## src/rtl/wb_bus_pkg.sv

```systemverilog
// Shared types and helpers for the Wishbone peripheral fabric.
// Holds the FSM state encoding, the default error data pattern and the slave-index width helper.
package wb_bus_pkg;

    typedef enum logic [1:0] {
        ST_IDLE,
        ST_BUSY,
        ST_RESP,
        ST_GUARD
    } state_t;

    localparam logic [31:0] DEFAULT_ERR_DATA = 32'hDEADBEEF;

    // Watchdog counter width; large enough for the biggest legal TIMEOUT.
    localparam int WD_W = 16;

    function automatic int idx_width(input int n);
        return (n <= 2) ? 1 : $clog2(n);
    endfunction

endpackage

```

## src/rtl/wb_watchdog.sv

```systemverilog
// Per-transaction cycle counter.
// expire is high once TIMEOUT-1 cycles have been counted since the last clear.
module wb_watchdog
    import wb_bus_pkg::*;
#(
    parameter int TIMEOUT = 255
) (
    input  logic clk,
    input  logic rst,
    input  logic clr,
    input  logic en,
    output logic expire
);

    logic [WD_W-1:0] cnt;

    always_ff @(posedge clk) begin
        if (rst || clr) begin
            cnt <= '0;
        end else if (en) begin
            cnt <= cnt + WD_W'(1);
        end
    end

    assign expire = (cnt == WD_W'(TIMEOUT - 1));

endmodule

```

## src/rtl/wb_periph_demux.sv

```systemverilog
// Single-master to N-slave Wishbone fabric with registered strobes and responses.
// Unmapped slots and hung slaves complete with m_err; errors are counted and their address kept.
module wb_periph_demux
    import wb_bus_pkg::*;
#(
    parameter int              N        = 7,
    parameter int              DW       = 32,
    parameter int              AW       = 16,
    parameter int              SEL_LSB  = 12,
    parameter int              TIMEOUT  = 255,
    parameter logic [DW-1:0]   ERR_DATA = DW'(DEFAULT_ERR_DATA)
) (
    input  logic                clk,
    input  logic                rst,
    input  logic [AW-1:0]       m_addr,
    input  logic [DW-1:0]       m_wdata,
    input  logic [DW/8-1:0]     m_wmsk,
    input  logic                m_we,
    input  logic                m_cyc,
    output logic [DW-1:0]       m_rdata,
    output logic                m_ack,
    output logic                m_err,
    output logic [AW-1:0]       s_addr,
    output logic [DW-1:0]       s_wdata,
    output logic [DW/8-1:0]     s_wmsk,
    output logic                s_we,
    output logic [N-1:0]        s_cyc,
    input  logic [N*DW-1:0]     s_rdata,
    input  logic [N-1:0]        s_ack,
    output logic [7:0]          err_cnt,
    output logic [AW-1:0]       err_addr
);

    localparam int IW = idx_width(N);

    state_t          state, next_state;
    logic [IW-1:0]   req_idx;
    logic            req_mapped;
    logic [N-1:0]    req_onehot;
    logic            accept, done_ok, done_err;
    logic            sel_ack;
    logic [DW-1:0]   sel_rdata;
    logic            expire;
    logic            err_q;

    assign req_idx    = m_addr[SEL_LSB +: IW];
    assign req_mapped = (int'(req_idx) < N);

    // s_cyc is one-hot on the selected slave, so masking with it both
    // picks the right ack and discards acks from every other slave.
    assign sel_ack = |(s_ack & s_cyc);

    always_comb begin
        req_onehot = '0;
        sel_rdata  = '0;
        for (int i = 0; i < N; i++) begin
            req_onehot[i] = req_mapped && (req_idx == IW'(i));
            if (s_cyc[i]) begin
                sel_rdata = s_rdata[i*DW +: DW];
            end
        end
    end

    always_ff @(posedge clk) begin
        if (rst) begin
            state <= ST_IDLE;
        end else begin
            state <= next_state;
        end
    end

    // NOTE: every signal is defaulted before the case so no path leaves one unassigned, which would infer a latch.
    always_comb begin
        next_state = state;
        accept     = 1'b0;
        done_ok    = 1'b0;
        done_err   = 1'b0;
        case (state)
            ST_IDLE: begin
                if (m_cyc) begin
                    accept     = 1'b1;
                    next_state = req_mapped ? ST_BUSY : ST_RESP;
                end
            end
            ST_BUSY: begin
                // An ack in the last watchdog cycle still completes normally.
                if (sel_ack) begin
                    done_ok    = 1'b1;
                    next_state = ST_RESP;
                end else if (expire) begin
                    done_err   = 1'b1;
                    next_state = ST_RESP;
                end
            end
            ST_RESP:  next_state = ST_GUARD;
            ST_GUARD: next_state = ST_IDLE;
            default:  next_state = ST_IDLE;
        endcase
    end

    wb_watchdog #(
        .TIMEOUT (TIMEOUT)
    ) u_watchdog (
        .clk    (clk),
        .rst    (rst),
        .clr    (accept),
        .en     (state == ST_BUSY),
        .expire (expire)
    );

    always_ff @(posedge clk) begin
        if (rst) begin
            s_addr   <= '0;
            s_wdata  <= '0;
            s_wmsk   <= '0;
            s_we     <= 1'b0;
            s_cyc    <= '0;
            err_q    <= 1'b0;
            m_rdata  <= '0;
            err_cnt  <= '0;
            err_addr <= '0;
        end else begin
            if (accept) begin
                s_addr  <= m_addr;
                s_wdata <= m_wdata;
                s_wmsk  <= m_wmsk;
                s_we    <= m_we;
                s_cyc   <= req_onehot;
                err_q   <= !req_mapped;
                if (!req_mapped) begin
                    m_rdata <= ERR_DATA;
                end
            end
            if (done_ok) begin
                s_cyc   <= '0;
                err_q   <= 1'b0;
                m_rdata <= sel_rdata;
            end
            if (done_err) begin
                s_cyc   <= '0;
                err_q   <= 1'b1;
                m_rdata <= ERR_DATA;
            end
            if (state == ST_RESP && err_q) begin
                err_addr <= s_addr;
                if (err_cnt != 8'hFF) begin
                    err_cnt <= err_cnt + 8'd1;
                end
            end
        end
    end

    assign m_ack = (state == ST_RESP);
    assign m_err = m_ack && err_q;

endmodule
```

## config.mk

```make
export PLATFORM = sky130hd
export DESIGN_NAME = wb_periph_demux
export DESIGN_NICKNAME = d
export VERILOG_FILES = /design/src/rtl/wb_bus_pkg.sv /design/src/rtl/wb_watchdog.sv /design/src/rtl/wb_periph_demux.sv
export SDC_FILE = /design/constraint.sdc
export NUM_CORES = 1
export LEC_CHECK = 0
export CORE_AREA = 2 2 157 159
export DETAILED_ROUTE_END_ITERATION = 16
export DIE_AREA = 0 0 159 161
export PLACE_DENSITY = 0.75
export SLEW_MARGIN = 40
export SYNTH_ARGS = -nofsm -noshare
export SYNTH_HDL_FRONTEND = slang
export SYNTH_HIERARCHICAL = 1
export SYNTH_SLANG_ARGS = --single-unit
```

## constraint.sdc

```tcl
create_clock -name clk -period 3.2 [get_ports clk]
set_clock_uncertainty 0.05 [all_clocks]
set_input_delay 0.8 -clock clk [delete_from_list [all_inputs] [get_ports clk]]
set_output_delay 0.8 -clock clk [all_outputs]
set_load 0.02 [all_outputs]
```

# Word level (Yosys, flattened, before mapping)
# Cells that the tools add are included.
# W data, S select, Z words.
dict set report totals {
  inputBits 287
  regBits 135
}
dict set report op_classes {
  n_bitwise 1
  n_addsub 2
  mux 26
  order_cmp 1
  reduce_logical 21
  n_eq_ne 15
}
# cell count
set op_table {}
lappend op_table {{$mux W32} 11}
lappend op_table {{$add A16 B1 Y16 const B} 1}
lappend op_table {{$eq A16 B8 Y1 const B} 1}
lappend op_table {{$mux W1} 10}
lappend op_table {{$eq A3 B3 Y1 const B} 3}
lappend op_table {{$add A8 B1 Y8 const B} 1}
lappend op_table {{$logic_and A1 B1 Y1} 8}
lappend op_table {{$mux W2} 4}
lappend op_table {{$ne A8 B8 Y1 const B} 1}
lappend op_table {{$pmux W2 S4} 1}
lappend op_table {{$reduce_and A2 Y1} 4}
lappend op_table {{$and A7 B7 Y7} 1}
lappend op_table {{$reduce_or A7 Y1} 1}
lappend op_table {{$eq A3 B2 Y1 const B} 2}
lappend op_table {{$eq A2 B2 Y1 const B} 2}
lappend op_table {{$eq A3 B1 Y1 const B} 1}
lappend op_table {{$logic_not A3 Y1} 1}
lappend op_table {{$lt A3 B3 Y1 const B} 1}
lappend op_table {{$ne A3 B1 Y1 const B} 1}
lappend op_table {{$ne A3 B3 Y1 const B} 1}
lappend op_table {{$reduce_bool A3 Y1} 1}
lappend op_table {{$reduce_or A3 Y1} 1}
lappend op_table {{$eq A2 B1 Y1 const B} 1}
lappend op_table {{$logic_not A2 Y1} 1}
lappend op_table {{other kinds (6)} 6}

# Longest topological paths before layout
dict set report logic_depth {
  ltp_word 9
  depth_mapped 10
}

# Modules after synthesis
# The synthesis kept the hierarchy.
# mod instances area_each_um2 cells_each
set by_module_without_submodules {}
lappend by_module_without_submodules {wb_periph_demux 1 6058.3 783}
lappend by_module_without_submodules {wb_watchdog 1 774.5 91}

# Worst setup path after synthesis
# OpenSTA, ideal clock, no wires.
dict set report synth_timing {
  path_type {reg2out}
  startpoint {register state[0]}
  endpoint {output port m_err}
  path_slack_ns 0.848
  t_required_ns 2.350
  path_buffers 1
  stages_incl_launch_ff 6
  arrival_time_ns 1.502
  cell_sequence {dfxtp_1 inv_1 ha_1 nand2_1 clkinv_1 clkbuf_1}
}
dict set report synth_via {
  elab_chain_cells 2
}
# element line
set synth_rtl {}
lappend synth_rtl {{start: declaration} wb_periph_demux.sv:36} ;# state_t state, next_state;
lappend synth_rtl {{start signal: assignment} wb_periph_demux.sv:68} ;# state <= next_state;
lappend synth_rtl {{$eq A2 B2 Y1} wb_periph_demux.sv:153} ;# assign m_ack = (state == ST_RESP);
lappend synth_rtl {{via m_ack} wb_periph_demux.sv:21} ;# output logic m_ack,
lappend synth_rtl {{$logic_and A1 B1 Y1} wb_periph_demux.sv:154} ;# assign m_err = m_ack && err_q;
lappend synth_rtl {{end: declaration} wb_periph_demux.sv:22} ;# output logic m_err,
# The timed path passes the listed nets, and every way through them passes these cells.

# Final worst setup path
dict set report layout_timing {
  startpoint {register state[0]}
  endpoint {output port m_err}
}
dict set report layout_via {
  elab_chain_cells 2
}
# element line
set layout_rtl {}
lappend layout_rtl {{$eq A2 B2 Y1} wb_periph_demux.sv:153}
lappend layout_rtl {{$logic_and A1 B1 Y1} wb_periph_demux.sv:154}
# Every way passes these cells.

==> run metrics <==
outcome completed; register area share after synthesis 39.6%; crit path kind reg2out; CP delay by family, top buffers and inverters; First DRT Iteration DRCs 691; crit path cell chain inv_1 -> ha_1 -> nand2_1 -> clkinv_1 -> clkdlybuf4s50_1; multi-input logic area 0.00363 mm2; Starting Density 28.5%; DR pass1 iterations 5; initial antenna violation count 1; clock sink count 135; fin cells 1576; post-cts hold buffer count 0; WP data required 2.35 ns; Post-synth ARST share 0%; Syn Std Cell Area 0.00683 mm2; share of cells above drive strength 1 6.16%; FF+latch count, synth 135; Port Buf Inserts 404; post-placement cell count 1544; post-synth net total 1168; crit path buf inv count 3; pin count of the biggest net entering global routing 78; Worst Setup Start Kind flop; Pwr per Cell Area 504 mW/mm2; EDFF count, synth 0; Finished Cell Area 0.0117 mm2; Finished Core Util 49.0%; Max clock buf depth 2; nets 1533; Post-CTS Setup Bufs 0; worst hold path type reg2reg; Setup-failing EPs final 0; post-route ant nets 0; total power 5.91 mW; Sequential Area 0.00271 mm2; CTS tree built; detailed-placement wirelength estimate 23400 um; worst rel slew slack 46.2%; vias in the first global route 8100; CTS buffer count 17; fill count 2278; placed standard-cell area 0.0111 mm2; Rows 57; grt ovf 0; GPL Wtd Cong 0.963; Via Count 8325; max frequency 352 MHz; Die Wd 159 um; CP Max Fanout 4; via-per-instance ratio 5.28; Hold Vio Cnt, Final 0; CTS resizes 0; CTS root buffer clkbuf_16; CP max stage cell clkdlybuf4s50_1; maximum vdd drop 0.317 mV; CP Capture Type output pin; worst skew pair latency 0.41 ns; core footprint 0.0240 mm2; worst path arrival time 1.99 ns; worst slew pin tran 0.807 ns; total number of H-tree levels 4; WL final 30900 um; cells after synthesis 874; WL/cell 19.6 um; Pleak 4.18 nW; Max Cap Viol 0; unrepaired setup endpoints after global routing no; gr usage total 23.3%; clock-pin transition on the worst setup and hold timing paths 0.06 ns; Final Cycle Share 88.8%; Yosys Warn Count 6; Syn-to-layout area delta 71.7%; Syn Area/Cell 7.82 um2; TNS Setup 0 ns; max incr delay on CP 0.64 ns; first-pass GRT wire length 46800 um; minimum clock period 2.84 ns; DRC 0; Die Span Y 161 um; Ports 405; Final Max Tran Viols 0; DIE AREA 0.0256 mm2; most common flop cell mapped by yosys dfxtp_1; Netlist cell types 54
==> stage by stage <==
| step | hold WS [ns] | setup slack [ns] |
|---|---|---|
| after global routing | 0.422 | 0.246 |
| after floorplan | 0.414 | 0.848 |
| after global placement | 0.390 | 0.173 |
| after CTS | 0.403 | 0.326 |
| final | 0.401 | 0.357 |
| after detailed placement | 0.395 | 0.152 |
==> per-layer routing <==
| layer | GRT usage [%] | part of all wire (%) | wire length (um) |
|---|---|---|---|
| met1 | 27.1 | 40 | 12300 |
| met2 | 38.9 | 48 | 14800 |
| met3 | 8.50 | 8.8 | 2720 |
| met4 | 9.96 | 3.8 | 1180 |
| met5 | 0 | 0 | 0 |
==> sequential cells by signal (all words and copies together) (netlist names) <==
register and cells:
s_cyc 7, err_cnt 8, u_watchdog/cnt 16, s_wmsk 4, m_rdata 32, s_wdata 32
s_we 1, err_q 1, s_addr 16, err_addr 16, state 2
==> where the power goes <==
| part | internal (mW) | leakage (nW) | switching, mW |
|---|---|---|---|
| logic | 0.924 | 2.80 | 1.03 |
| clock network | 1.24 | 0.288 | 0.743 |
| registers | 1.86 | 1.10 | 0.118 |
| total | 4.02 | 4.18 | 1.89 |
==> worst min-delay path: cells and delay by family, from the launching register on <==
kind / cells / cell delay [ns]
DFF: 1 / 0.30
and+or+nand+nor: 1 / 0.05
AOI/OAI and AO/OA: 1 / 0.05
==> final timing paths <==
check / start / end / slack [ns] / cells past startpoint
setup / recovery: state[0]$_SDFFE_PP0P_ / m_err / 0.36 / 5
hold / removal: s_wdata[6]$_SDFFE_PP0P_ / s_wdata[6]$_SDFFE_PP0P_ / 0.40 / 2
setup reg to reg: u_watchdog/cnt[0]$_SDFFE_PP0P_ / m_rdata[1]$_SDFFE_PP0P_ / 0.68 / 11
hold reg to reg: s_wdata[6]$_SDFFE_PP0P_ / s_wdata[6]$_SDFFE_PP0P_ / 0.40 / 2
==> layout make-up <==
class | count | area share [%]
Multi-Input combinational cell | 621 | 31.0
Antenna cell | 1 | 0.0213
Sequential cell | 135 | 23.1
Inverter | 33 | 1.06
Clock inverter | 13 | 1.32
Tap cell | 324 | 3.46
Clock buffer | 18 | 3.74
Timing Repair Buffer | 431 | 36.4
==> cells in the final DEF (no fill, tap or decap), drive strengths merged, types with 11 or more instances in the layout <==
master           n
a21oi          105
a221oi          80
a22oi           11
buf             28
clkbuf          18
clkdlybuf4s50  403
dfxtp          135
inv             32
nand2          155
nor2            62
nor3            61
o31ai           24
==> cells by family (layout without fill, tap and decap cells) <==
logic type               Yosys count  in the layout  synth area share [%]
AND/OR/NAND/NOR                  328            328                  21.5
buffers and inverters            118            495                  7.53
AO/OA/AOI/OAI                    268            268                  27.8
multiplexers                       2              2                 0.293
adder cells (fa/ha/maj)            7              7                  1.28
XOR/XNOR                          16             16                  2.05
flip-flops                       135            135                  39.6
other                              0              1                     0
==> cells in the mapped netlist, drive strengths merged (8+ instances only) <==
library cell / count / share of area (%)
inv: 32 / 1.8
a21oi: 105 / 7.7
nor2: 62 / 3.4
nor2b: 10 / 0.92
a32o: 8 / 1.2
dfxtp: 135 / 40
xor2: 10 / 1.3
nand2: 155 / 8.6
clkbuf: 58 / 3.2
o31ai: 24 / 2.6
nand4: 10 / 0.92
buf: 27 / 2.5
nor3: 61 / 4.6
a22oi: 11 / 1.2
a221oi: 80 / 10
Note: power is estimated with default switching activity, not from simulation.
